File: config.mk
export PLATFORM = sky130hd
export DESIGN_NAME = pc_sequencer
export DESIGN_NICKNAME = d
export VERILOG_FILES = /design/src/rtl/pc_sequencer.sv
export SDC_FILE = /design/constraint.sdc
export NUM_CORES = 1
export LEC_CHECK = 0
export CORE_ASPECT_RATIO = 1.4
export CORE_MARGIN = 4
export CORE_UTILIZATION = 54
export DETAILED_ROUTE_END_ITERATION = 12
export GPL_ROUTABILITY_DRIVEN = 0
export HOLD_SLACK_MARGIN = 0.1
export PLACE_DENSITY = 0.85
export SLEW_MARGIN = 20
export SYNTH_ARGS = -nofsm -noshare
export SYNTH_HDL_FRONTEND = slang
export SYNTH_SLANG_ARGS = --single-unit
File: constraint.sdc
create_clock -name clock -period 5.25 [get_ports clock]
set_clock_uncertainty 0.1 [all_clocks]
set_input_delay 1.05 -clock clock [delete_from_list [all_inputs] [get_ports clock]]
set_output_delay 1.05 -clock clock [all_outputs]
set_load 0.02 [all_outputs]
File: src/rtl/pc_sequencer.sv
// Registered program-counter sequencer for the single-cycle MIPS core. It handles
// sequential, branch, jump, register-jump and call/return flow, using a circular
// return-address stack.
module pc_sequencer #(
  parameter int unsigned     PC_W      = 11,
  parameter int unsigned     RAS_DEPTH = 4,
  parameter logic [PC_W-1:0] RESET_PC  = '0
) (
  input  logic            clock,
  input  logic            reset,
  input  logic            halt,
  input  logic            ok,
  input  logic            branch,
  input  logic            bne,
  input  logic            zero,
  input  logic            j,
  input  logic            call,
  input  logic            jr,
  input  logic            ret,
  input  logic [15:0]     imm16,
  input  logic [25:0]     imm26,
  input  logic [PC_W-1:0] rs_value,
  output logic [PC_W-1:0] pc_out,
  output logic            halted,
  output logic            ras_empty,
  output logic            ras_full,
  output logic            ras_overflow,
  output logic            ras_underflow
);

  localparam int unsigned PTR_W = $clog2(RAS_DEPTH);
  localparam int unsigned CNT_W = PTR_W + 1;

  typedef enum logic [2:0] {
    ACT_HOLD,
    ACT_INC,
    ACT_JUMP,
    ACT_CALL,
    ACT_JR,
    ACT_POP,
    ACT_UNDER,
    ACT_BRANCH
  } act_e;

  logic [PC_W-1:0]  pc_q, pc_d;
  logic [PC_W-1:0]  ras_q [RAS_DEPTH];
  logic [PTR_W-1:0] ptr_q, ptr_d;
  logic [CNT_W-1:0] cnt_q, cnt_d;
  logic             ovf_q, ovf_d;
  logic             unf_q, unf_d;

  act_e              act;
  logic              push;
  logic              full;
  logic [PC_W-1:0]   inc;
  logic [PC_W-1:0]   br_tgt;
  logic [PTR_W-1:0]  top_idx;
  logic signed [31:0] sext;
  logic              unused_bits;

  assign full        = (cnt_q == CNT_W'(RAS_DEPTH));
  assign inc         = pc_q + PC_W'(1);
  assign sext        = 32'(signed'(imm16));
  assign br_tgt      = pc_q + sext[PC_W-1:0];
  // ptr_q addresses the next free slot, so the newest entry sits just below it
  assign top_idx     = ptr_q - PTR_W'(1);
  assign unused_bits = ^{imm26, sext};

  always_comb begin
    act = ACT_INC;
    if (halt && !ok)                       act = ACT_HOLD;
    else if (halt)                         act = ACT_INC;
    else if (call)                         act = ACT_CALL;
    else if (j)                            act = ACT_JUMP;
    else if (jr)                           act = ACT_JR;
    else if (ret)                          act = (cnt_q != '0) ? ACT_POP : ACT_UNDER;
    else if ((branch && zero) || (bne && !zero)) act = ACT_BRANCH;
  end

  always_comb begin
    pc_d  = inc;
    ptr_d = ptr_q;
    cnt_d = cnt_q;
    ovf_d = ovf_q;
    unf_d = unf_q;
    push  = 1'b0;
    unique case (act)
      ACT_HOLD:   pc_d = pc_q;
      ACT_INC:    pc_d = inc;
      ACT_JUMP:   pc_d = imm26[PC_W-1:0];
      ACT_CALL: begin
        // when full, the write pointer has wrapped onto the oldest entry
        pc_d  = imm26[PC_W-1:0];
        push  = 1'b1;
        ptr_d = ptr_q + PTR_W'(1);
        if (full) ovf_d = 1'b1;
        else      cnt_d = cnt_q + CNT_W'(1);
      end
      ACT_JR:     pc_d = rs_value;
      ACT_POP: begin
        pc_d  = ras_q[top_idx];
        ptr_d = top_idx;
        cnt_d = cnt_q - CNT_W'(1);
      end
      ACT_UNDER: begin
        pc_d  = inc;
        unf_d = 1'b1;
      end
      ACT_BRANCH: pc_d = br_tgt;
      default:    pc_d = inc;
    endcase
  end

  always_ff @(posedge clock) begin
    if (reset) begin
      pc_q  <= RESET_PC;
      ptr_q <= '0;
      cnt_q <= '0;
      ovf_q <= 1'b0;
      unf_q <= 1'b0;
    end else begin
      pc_q  <= pc_d;
      ptr_q <= ptr_d;
      cnt_q <= cnt_d;
      ovf_q <= ovf_d;
      unf_q <= unf_d;
    end
  end

  always_ff @(posedge clock) begin
    if (!reset && push) ras_q[ptr_q] <= inc;
  end

  assign pc_out        = pc_q;
  assign halted        = halt & ~ok;
  assign ras_empty     = (cnt_q == '0);
  assign ras_full      = full;
  assign ras_overflow  = ovf_q;
  assign ras_underflow = unf_q;

endmodule

==> impl_summary.md, run 1 <==
Route
The mean routed wirelength per cell is about 20 µm. The detailed-route DRC error count is 0. The pre-antenna-repair detailed-routing pass consisted of 7 iterations. The number of design-rule violations left by the first detailed-router iteration is 428.

The average via count per standard cell is 6.37. The count of nets left with antenna violations after detail routing is 0. The total via count in the routed design is 2878. The aggregate routed wire length is 9030 µm.

CTS
No sink is reached through more buffers than the 2 on the longest clock path. The clock-pin slew of the registers on the worst-case setup and hold paths is 70 ps. The number of setup buffers added after CTS is 0.

The clock tree synthesis step divided the H-tree into 3 levels. The total of cells resized after clock tree synthesis is 0. The master cell of the clock root buffer is sky130_fd_sc_hd__clkbuf_8.

Clock tree synthesis inserted a total of 9 buffers. For the worst-skew pair, the clock arrives at the later sink with an insertion delay of about 330 ps. TritonCTS built the clock tree.

Counting every sink on the clock net gives 62. Buffers inserted to repair hold after CTS numbered 0.

Die
The floorplan step defined a die boundary enclosing about 7900 µm². From bottom edge to top edge, the die measures between 100 and 150 µm. The placement row count is 34.

The floorplan die width is 76.1 µm. The core outline area is 6250 µm². For this configuration, the core starts out at a cell density of 0.561. The number of top-level pins is 80.

Synth
Summing every instance area after synthesis gives 3510 µm². The prevailing post-synth register cell is sky130_fd_sc_hd__edfxtp_1. By area the synthesized netlist is led by sky130_fd_sc_hd__edfxtp_1, sky130_fd_sc_hd__dfxtp_1, sky130_fd_sc_hd__mux4_2. The post-synth net total is 392. Among all cell types in the netlist, the one instantiated most often is sky130_fd_sc_hd__nor2_1. Yosys mapped the design onto 54 distinct sky130hd cell types. In this run, synthesis inferred 44 flip-flops with an integrated enable. The top cell type's share of synthesized area is 0.377.

The post-synthesis cell count is 311. The share of the yosys chip area belonging to registers is 0.479. By count the netlist is led by sky130_fd_sc_hd__nor2_1, sky130_fd_sc_hd__edfxtp_1, sky130_fd_sc_hd__a21oi_1, sky130_fd_sc_hd__dfxtp_1, sky130_fd_sc_hd__ha_1.

A synthesized cell averages 11.3 µm². During synthesis, Yosys emitted a total of 0 warnings. Counting flops with an async set or reset pin after synthesis yields a share of 0. The largest area contributor in the synthesized netlist is sky130_fd_sc_hd__edfxtp_1. The post-synthesis sequential element count is between 60 and 70.

Critical path
The start of the worst register-to-register path is ptr_q[0]$_SDFFE_PP0P_. STA classifies the critical path startpoint as an input port. The critical path class is in2out.

The required time at the worst-slack endpoint is roughly 4100 ps. The nature of the critical path endpoint is a primary output. The arrival time reported for the critical path endpoint is 2940 ps. The reg-to-reg critical path endpoint is pc_out[3]$_SDFFE_PP0P_. The worst register-to-register path has a setup slack of 2140 ps. The cell count of the worst reg-to-reg path is 6. The largest fanout of any net on the critical path is 13.

Timing
The final clock period utilization by the worst path is 0.780. The number of slew-limit violations in the final report was 0. The actual transition at the worst max-transition pin is 869 ps. The achievable frequency is around 240 MHz. The sum of negative setup slack is 0 ps. Setup repair after global routing left no endpoint under its margin.

In this run the tightest slew margin relative to its limit is 0.420. The total count of hold-check failures in the final report is 0. Setup violations remaining at the end of the flow were counted as 0. The smallest clock period supported by the final layout is computed as between 4000 and 5000 ps.

Layout
The number of inserted filler cells in the final layout is 471. Compared with the post-synthesis result, the final layout area differs by 24.0%. In the final design database the tool counted 456 nets. The number of standard cells in the final layout excluding fillers is 452. Of the cells placed in the final design, the portion with a size suffix greater than 1 is 0.100. The antenna diode instance count is 0. The final instance area is 4350 µm².

Hold path
The worst hold endpoint is ras_overflow$_SDFFE_PP0P_. The origin of the worst min-delay path is ras_overflow$_SDFFE_PP0P_. The path type of the worst min-delay path is reg2reg. The hold path depth is 2.

Placed design
The wire-length estimate of the detail-placed layout is between 6000 and 7000 µm. The placed instances occupy a cell area of around 4200 µm². Input and output buffers added on the ports amount to 59.

In this run, placement finished with an instance count of 436.

Global routing
For this run, the total global-route usage over all layers was measured as 0.237. The maximum number of pins on one net before global-route repair is 21. The number of antenna violations at the first check in global routing is 0. The first global-routing pass estimated 14500 µm of wire. The total congestion overflow after global routing is 0. The via count of the first global-routing pass came to between 2k and 3k.

Job
Max-cap violations in this run came to 0.

Power
Dividing total power by cell area gives a power density of about 290 nW/µm². The leakage power of the design is 1.57 nW. The maximum resistive drop on vdd is about 180 µV.

Run status
The flow ran to the end, and the final reports show no timing, DRC or antenna violations.
-- through the flow --
step | util | power, mW | setup WS, ps | hold slack (ps)
2_1_floorplan | - | 0.765 | 2120 | 400
3_3_place_gp | 0.667 | 0.866 | 1270 | 352
3_5_place_dp | 0.667 | 0.874 | 1210 | 364
4_1_cts | 0.696 | 1.26 | 1230 | 379
5_1_grt | 0.696 | 1.31 | 1140 | 407
6_report | 0.696 | 1.26 | 1160 | 368
-- per-layer routing --
layer,GRT usage,wire length (µm),part of all wire
met2,0.389,4330,0.48
met5,0,0,0
met4,0.145,445,0.049
met3,0.0477,603,0.067
met1,0.291,3650,0.40
-- flip-flops by register name, summed over array words and instances, names as in the netlist --
signal         flops
cnt_q              3
pc_out            11
ras_underflow      1
ras_overflow       1
ras_q             44
ptr_q              2
-- layout make-up --
| class | count | area, µm² | area share |
|---|---|---|---|
| clock inverter | 6 | 52.6 | 0.0121 |
| timing repair buffer | 62 | 613 | 0.141 |
| tap | 72 | 90.1 | 0.0207 |
| multi-input combinational | 227 | 1740 | 0.399 |
| sequential | 62 | 1680 | 0.387 |
| inverter | 13 | 48.8 | 0.0112 |
| clock buffer | 10 | 128 | 0.0293 |
-- placed cells by master, fill, tap and decap left out, types with 3 or more instances in the layout --
master                            synthesis  routed
sky130_fd_sc_hd__mux2i_1                  5       5
sky130_fd_sc_hd__edfxtp_1                44      44
sky130_fd_sc_hd__o21ai_0                  8       8
sky130_fd_sc_hd__xor2_1                   7       7
sky130_fd_sc_hd__or3_1                    3       3
sky130_fd_sc_hd__mux4_2                  11      11
sky130_fd_sc_hd__a211oi_1                 3       3
sky130_fd_sc_hd__nor4_1                   6       6
sky130_fd_sc_hd__clkdlybuf4s50_1          0      59
sky130_fd_sc_hd__nor3_1                   4       4
sky130_fd_sc_hd__nand3_1                  6       6
sky130_fd_sc_hd__a21oi_1                 18      18
sky130_fd_sc_hd__a21o_1                   5       5
sky130_fd_sc_hd__dfxtp_1                 18      18
sky130_fd_sc_hd__ha_1                    15      15
sky130_fd_sc_hd__inv_1                   13      13
sky130_fd_sc_hd__o22ai_1                  3       3
sky130_fd_sc_hd__clkinv_1                 0       4
sky130_fd_sc_hd__a221oi_1                 4       4
sky130_fd_sc_hd__or2_2                    4       4
sky130_fd_sc_hd__clkbuf_8                 0       9
sky130_fd_sc_hd__nor2_1                  45      45
sky130_fd_sc_hd__a22o_1                   3       3
sky130_fd_sc_hd__a22oi_1                  4       4
sky130_fd_sc_hd__nand2_1                 11      11
sky130_fd_sc_hd__buf_4                    1       3
sky130_fd_sc_hd__a31oi_1                  6       6
sky130_fd_sc_hd__and2_1                   6       6
sky130_fd_sc_hd__xnor2_1                 13      13
sky130_fd_sc_hd__nand2b_1                 4       4
-- how the worst max path moves through the flow --
stage | from | to | slack, ps
2_1_floorplan | ok | cnt_q[2]$_SDFFE_PP0P_ | 2120
4_1_cts | halt | halted | 1230
5_1_grt | halt | halted | 1140
3_3_place_gp | halt | halted | 1270
6_report | halt | halted | 1160
3_5_place_dp | halt | cnt_q[2]$_SDFFE_PP0P_ | 1210
-- worst max-delay path, stage by stage --
cell                              delay [ps]
sky130_fd_sc_hd__clkdlybuf4s50_1         730
sky130_fd_sc_hd__nand2b_1                110
sky130_fd_sc_hd__buf_4                   210
sky130_fd_sc_hd__inv_1                   190
sky130_fd_sc_hd__clkdlybuf4s50_1         650
-- where the power goes --
| part | internal [mW] | switching, mW | leakage [nW] |
|---|---|---|---|
| Clock | 0.213 | 0.179 | 0.0864 |
| Sequential | 0.549 | 0.0281 | 0.553 |
| Combinational | 0.140 | 0.151 | 0.929 |
-- logic make-up (layout without fill, tap and decap cells) --
| logic type | after synthesis | after routing | synth area share |
|---|---|---|---|
| compound gates | 74 | 74 | 0.157 |
| xor+xnor | 20 | 20 | 0.0499 |
| flops | 62 | 62 | 0.479 |
| fa+ha+maj | 17 | 17 | 0.0649 |
| simple gates | 99 | 99 | 0.136 |
| mux | 17 | 17 | 0.0881 |
| buf+inv | 22 | 91 | 0.0253 |
No activity file was read; power rests on OpenSTA's default activity.
==> run 2: changes to the inputs <==
CORE_UTILIZATION = 51   (was 54)
PLACE_DENSITY = 0.81   (was 0.85)
clock period = 4.2 ns   (was 5.25 ns; I/O delays follow)
==> run 2 against run 1 <==
Against the previous run:
- combinational power rose by 29%
- first-iteration DRC count shrank 53%
- via count is 1.1% lower
- utilization fell by 2.6 points
- global-route usage shrank 1.1 points
- final area up 2.4%
- register-to-register slack lost 560 ps
- clock-buffer cell count down 1
- sequential cell count unchanged
- power up 38%
- final cell count increased by 4.9%
- critical path depth down 1
- critical path type unchanged
- largest cell class unchanged
- largest power group unchanged
==> impl_summary.md, run 2 (synthesis results as in run 1) <==
Critical path
The worst setup path is launched from an input port. The critical path goes through clkdlybuf4s50_1, nand2b_1, inv_1, clkdlybuf4s50_1. STA classifies the critical path endpoint as a primary output. The critical path class is in2out. The slowest stage cell on the critical path is sky130_fd_sc_hd__clkdlybuf4s50_1. Grouping stages by cell kind, the critical path spends the most delay in buffers and inverters.

The most repeated library cell on the critical path is sky130_fd_sc_hd__clkdlybuf4s50_1. The maximum cell stage delay along the critical path is 710 ps (-20 ps). The required time at the worst-slack endpoint is 3260 ps (-840 ps).

The arrival time reported for the critical path endpoint is 2540 ps (-400 ps). The largest fanout of any net on the critical path is 13 (unchanged). The buffering stage count on the worst path with inverters included is 3 (-1).

CTS
The total of cells resized after clock tree synthesis was 0 (unchanged). The clock-pin slew of the registers on the worst-case setup and hold paths is 70 ps (about the same). The count of hold buffers inserted by post-cts repair is 0 (unchanged).

The master cell of the clock root buffer is sky130_fd_sc_hd__clkbuf_8. The number of post-CTS setup repair buffers is 0 (unchanged). The clock network latency to the later pin of the worst-skew pair is 350 ps (+20 ps). The total number of clock tree sinks was 62 (unchanged). The deepest level of the CTS H-tree is 3 (unchanged). The clock buffer count from CTS is 9 (unchanged). TritonCTS built the clock tree.

The largest buffer count on any clock path is 2 (unchanged).

Layout
Relative to the synthesized area, the layout overhead comes to 27.1%. The register with the most flip-flops is ras_q. The final instance area is 4460 µm² (+2.4%). The number of nets at the end of the flow is 458 (+0.44%). The top cell types in the final layout, fill and taps aside, are sky130_fd_sc_hd__clkdlybuf4s50_1, sky130_fd_sc_hd__nor2_1, sky130_fd_sc_hd__edfxtp_1, sky130_fd_sc_hd__a21oi_1, sky130_fd_sc_hd__dfxtp_1.

The antenna diode instance count came to 0 (unchanged). Leaving out fill and tap cells, the most frequent cell in the layout is sky130_fd_sc_hd__clkdlybuf4s50_1. The number of standard cells in the final layout excluding fillers is 474 (+4.9%).

The flip-flop count of the largest register after layout is 44 (unchanged). The share of final-layout standard cells stronger than drive strength 1 is 0.118 (+0.0178).

Die
The core outline area is 6660 µm² (+6.4%). The floorplan die width is 78.1 µm (+2.6%). The placement row count is 35 (+2.9%). The number of top-level pins is 80 (unchanged). The floorplan die area is 8290 µm² (+5.3%).

The effective utilization at floorplan was 0.527 (-0.0339). The vertical extent of the die is 106 µm (+2.7%).

Global routing
The maximum number of pins on one net before global-route repair came to 20 (-4.8%). The number of antenna violations at the first check in global routing was 0 (unchanged). The via count of the first global-routing pass came to 2946 (+3.6%). The wire length of the first global-routing pass is 14400 µm (-0.91%).

The global router's overall resource usage is 0.227 (-0.0106). The total congestion overflow after global routing is 0 (unchanged).

Route
The count of TritonRoute iterations in the first routing pass is 5 (-2). The count of nets left with antenna violations after detail routing came to 0 (unchanged). The mean routed wirelength per cell is 19.1 µm (-4.4%). The total via count in the routed design was 2847 (-1.1%). The detailed-route DRC error count is 0 (unchanged). The aggregate routed wire length was 9050 µm (+0.22%). The number of design-rule violations left by the first detailed-router iteration came to 200 (-53%). The average via count per standard cell is 6.01 (-5.7%).

Timing
The count of endpoints failing setup in the final report is 0 (unchanged). Setup repair after global routing left no endpoint under its margin. The final clock period utilization by the worst path is 0.829.

The worst path needs 3480 ps of the cycle, external delays included. The worst hold-check slack was 371 ps (+2.98 ps). The actual transition at the worst max-transition pin is 665 ps (-204 ps).

The number of slew-limit violations in the final report is 0 (unchanged). The achievable frequency is roughly 290 MHz. The sum of negative setup slack is 0 ps (unchanged). The worst slew margin relative to its limit was 0.555 (+0.135).

The total count of hold-check failures in the final report came to 0 (unchanged).

Placed design
The cell area after placement is 4210 µm² (+0.96%). The post-placement cell count is 458 (+5.0%). The port buffer count was 59 (unchanged). The HPWL reported at the end of detailed placement is 6710 µm (+1.2%).

Power
The leakage power of the design is 1.61 nW (+2.5%). The maximum resistive drop on vdd is 259 µV (+40%). The post-route total power is 1.73 mW (+38%). The power per cell area is 389 nW/µm² (+34%).

Job
The number of max-cap violations is 0 (unchanged).

Hold path
The path type of the worst min-delay path is reg2reg.

Run status
The run finished with clean final reports.
[run 2: cell types whose count changed in the layout (fill, tap and decap cells not counted), sizes merged]
| cell | delta |
|---|---|
| buf | +2 |
| bufinv | +2 |
| clkbuf | -1 |
| clkinv | -2 |
| clkinvlp | +1 |
[run 2: layer usage]
layer  share of wire  vias up  track usage
met5               0        -            0
met4           0.043        0        0.123
met3           0.074       34       0.0559
met2            0.51      130        0.385
met1            0.38     1355        0.260
li1                -     1328            -
[run 2: cell type report]
class                           count  area (µm²)
Sequential cell                    62        1680
Inverter                           13        48.8
Clock inverter                      7         123
Multi-Input combinational cell    227        1740
Tap cell                           92         115
Clock buffer                        9         124
Timing Repair Buffer               64         628
Fill cell                         527        2200
[run 2: worst paths after layout]
| path | endpoint | from | slack (ps) | cells past startpoint |
|---|---|---|---|---|
| setup / recovery | halted | halt | 720 | 4 |
| hold / removal | ras_overflow$_SDFFE_PP0P_ | ras_overflow$_SDFFE_PP0P_ | 370 | 2 |
| setup reg to reg | pc_out[10]$_SDFFE_PP0P_ | pc_out[6]$_SDFFE_PP0P_ | 1580 | 7 |
| hold reg to reg | ras_overflow$_SDFFE_PP0P_ | ras_overflow$_SDFFE_PP0P_ | 370 | 2 |
[run 2: power by group]
part	switching, mW	internal (mW)	total, mW
registers	0.0282	0.686	0.714
clock network	0.249	0.396	0.645
logic	0.198	0.177	0.375
[run 2: metrics by stage]
stage | utilization | setup slack (ps)
after floorplan | - | 1280
after global placement | 0.633 | 730
after detailed placement | 0.633 | 739
after CTS | 0.670 | 737
after global routing | 0.670 | 611
final | 0.670 | 717
[run 2: tightest hold or removal path, cell delays in order, from the launching register on]
cell	delay (ps)
sky130_fd_sc_hd__dfxtp_1	320
sky130_fd_sc_hd__a21oi_1	40
sky130_fd_sc_hd__nor2_1	70
==> run 3: changes to the inputs <==
clock period = 3.4 ns   (was 4.2 ns; I/O delays follow)
==> run 3 against run 2 <==
Against the previous run:
- critical path depth unchanged
- die area stayed put
- non-clock buffer count is 7 higher
- clock-buffer cell count is the same
- global-route usage grew 0.88 points
- final cell count up 1.5%
==> impl_summary.md, run 3 (synthesis results as in run 1) <==
Route
The total via count in the routed design is 2867 (+0.70%). The mean routed wirelength per cell is 19.1 µm (-0.13%). The aggregate routed wire length was 9180 µm (+1.3%).

The count of TritonRoute iterations in the first routing pass is 5 (unchanged). The routed length on met2 is 4640 µm (+1.3%). The detailed-route DRC error count is 0 (unchanged). The average via count per standard cell is 5.96 (-0.76%). The total met3 wirelength after detailed routing is 585 µm (-12%). The count of nets left with antenna violations after detail routing is 0 (unchanged). After detailed routing, no signal wire sits above met4.

The number of design-rule violations left by the first detailed-router iteration came to 296 (+48%). The total routed wire length on the met1 layer came to 3650 µm (+6.9%).

Placed design
The post-placement cell count came to 465 (+1.5%). The HPWL reported at the end of detailed placement is 6730 µm (+0.31%). The port buffer count is 59 (unchanged).

Die
The vertical extent of the die came to 106 µm (unchanged). The floorplan die area is 8290 µm² (unchanged). The number of top-level pins is 80 (unchanged).

The floorplan die width came to 78.1 µm (unchanged). The placement row count is 35 (unchanged). The core outline area was 6660 µm² (unchanged). The effective utilization at floorplan was 0.527 (unchanged).

Timing
The count of endpoints failing setup in the final report is 0 (unchanged). The number of slew-limit violations in the final report is 0 (unchanged). The achievable frequency is 322 MHz. The worst hold-check slack is 374 ps (+2.91 ps).

The total count of hold-check failures in the final report was 0 (unchanged). The sum of negative setup slack is 0 ps (unchanged). The final clock period utilization by the worst path is 0.914.

The actual transition at the worst max-transition pin is 589 ps (-76.1 ps). The worst slew margin relative to its limit came to 0.607 (+0.0524). Subtracting the final worst setup slack from the clock period gives between 3000 and 4000 ps. Setup repair after global routing left no endpoint under its margin.

Critical path
The largest fanout of any net on the critical path came to 13 (unchanged). The critical path class is in2out. The required time at the worst-slack endpoint is 2620 ps (-640 ps). The arrival time reported for the critical path endpoint came to 2330 ps (-210 ps). STA classifies the critical path startpoint as an input port.

The nature of the critical path endpoint is a primary output.

Layout
The flip-flop count of the largest register after layout was 44 (unchanged). The library cell used most frequently in the layout, excluding fill and tap cells, is sky130_fd_sc_hd__clkdlybuf4s50_1. The number of nets at the end of the flow is 465 (+1.5%). In the layout the commonest cells are sky130_fd_sc_hd__clkdlybuf4s50_1, sky130_fd_sc_hd__nor2_1, sky130_fd_sc_hd__edfxtp_1, sky130_fd_sc_hd__a21oi_1, sky130_fd_sc_hd__dfxtp_1. The antenna diode instance count was 0 (unchanged).

The share of final-layout standard cells stronger than drive strength 1 is 0.134 (+0.0159). The number of standard cells in the final layout excluding fillers is 481 (+1.5%). The register with the most flip-flops is ras_q. The layout overhead on the synthesized area is 27.9%.

Run status
The run finished with clean final reports.

Power
The maximum resistive drop on vdd was 385 µV (+49%). The leakage power of the design came to 1.64 nW (+1.8%). The power per cell area was 463 nW/µm² (+19%). The post-route total power is 2.08 mW (+20%).

Global routing
The maximum number of pins on one net before global-route repair is 20 (unchanged). The number of antenna violations at the first check in global routing was 0 (unchanged). The total congestion overflow after global routing came to 0 (unchanged). The via count of the first global-routing pass is 2962 (+0.54%). The wire length of the first global-routing pass is 14900 µm (+3.7%). The global router's overall resource usage was 0.235 (+0.00885).

Hold path
The path type of the worst min-delay path is reg2reg.

CTS
The master cell of the clock root buffer is sky130_fd_sc_hd__clkbuf_8. The count of hold buffers inserted by post-cts repair was 0 (unchanged). The largest buffer count on any clock path is 2 (unchanged). The clock-pin slew of the registers on the worst-case setup and hold paths is 70 ps (about the same). The clock buffer count from CTS is 9 (unchanged). The deepest level of the CTS H-tree is 3 (unchanged). The clock network latency to the later pin of the worst-skew pair is 340 ps (about the same). The number of post-CTS setup repair buffers is 0 (unchanged). The total number of clock tree sinks came to 62 (unchanged). The total of cells resized after clock tree synthesis is 0 (unchanged).

The TritonCTS clock tree is done.

Job
The number of max-cap violations is 0 (unchanged).
## run 3: cell types whose count changed in the layout (fill, tap and decap cells not counted), sizes merged
| cell | change |
|---|---|
| buf | +7 |
| bufinv | -1 |
| clkinv | +2 |
| clkinvlp | -1 |
## run 3: metrics by stage
stage | util | instance area [µm²] | worst slack [ps]
5_1_grt | 0.674 | 4490 | 211
4_1_cts | 0.674 | 4490 | 292
2_1_floorplan | - | 3510 | 644
3_3_place_gp | 0.640 | 4260 | 187
6_report | 0.674 | 4490 | 293
3_5_place_dp | 0.640 | 4260 | 138
## run 3: critical path, stage by stage
cell,delay [ps]
sky130_fd_sc_hd__clkdlybuf4s50_1,710
sky130_fd_sc_hd__nand2b_1,190
sky130_fd_sc_hd__inv_1,110
sky130_fd_sc_hd__clkdlybuf4s50_1,640
## run 3: cell type report
| cell class | count | area (µm²) |
|---|---|---|
| fillers | 535 | 2170 |
| multi-input cells | 227 | 1740 |
| flip-flops and latches | 62 | 1680 |
| repair buffers | 71 | 681 |
| clock buffers | 9 | 124 |
| well taps | 92 | 115 |
| clock inverters | 7 | 98.8 |
| inverters | 13 | 48.8 |
## run 3: worst paths after layout
| kind | startpoint | end | slack (ps) | depth (start not counted) |
|---|---|---|---|---|
| worst min register to register | ras_overflow$_SDFFE_PP0P_ | ras_overflow$_SDFFE_PP0P_ | 370 | 2 |
| worst min-delay path | ras_overflow$_SDFFE_PP0P_ | ras_overflow$_SDFFE_PP0P_ | 370 | 2 |
| worst max-delay path | halt | halted | 290 | 4 |
| worst max register to register | pc_out[6]$_SDFFE_PP0P_ | pc_out[10]$_SDFFE_PP0P_ | 820 | 7 |
## run 3: routing by layer
layer	global-route usage	vias to the layer above
met5	0	-
met4	0.116	0
met3	0.0441	25
met2	0.399	134
met1	0.285	1365
li1	-	1343
## run 3: report_power, final
part / switching (mW) / internal (mW)
Clock: 0.304 / 0.415
Combinational: 0.249 / 0.225
Sequential: 0.0357 / 0.847
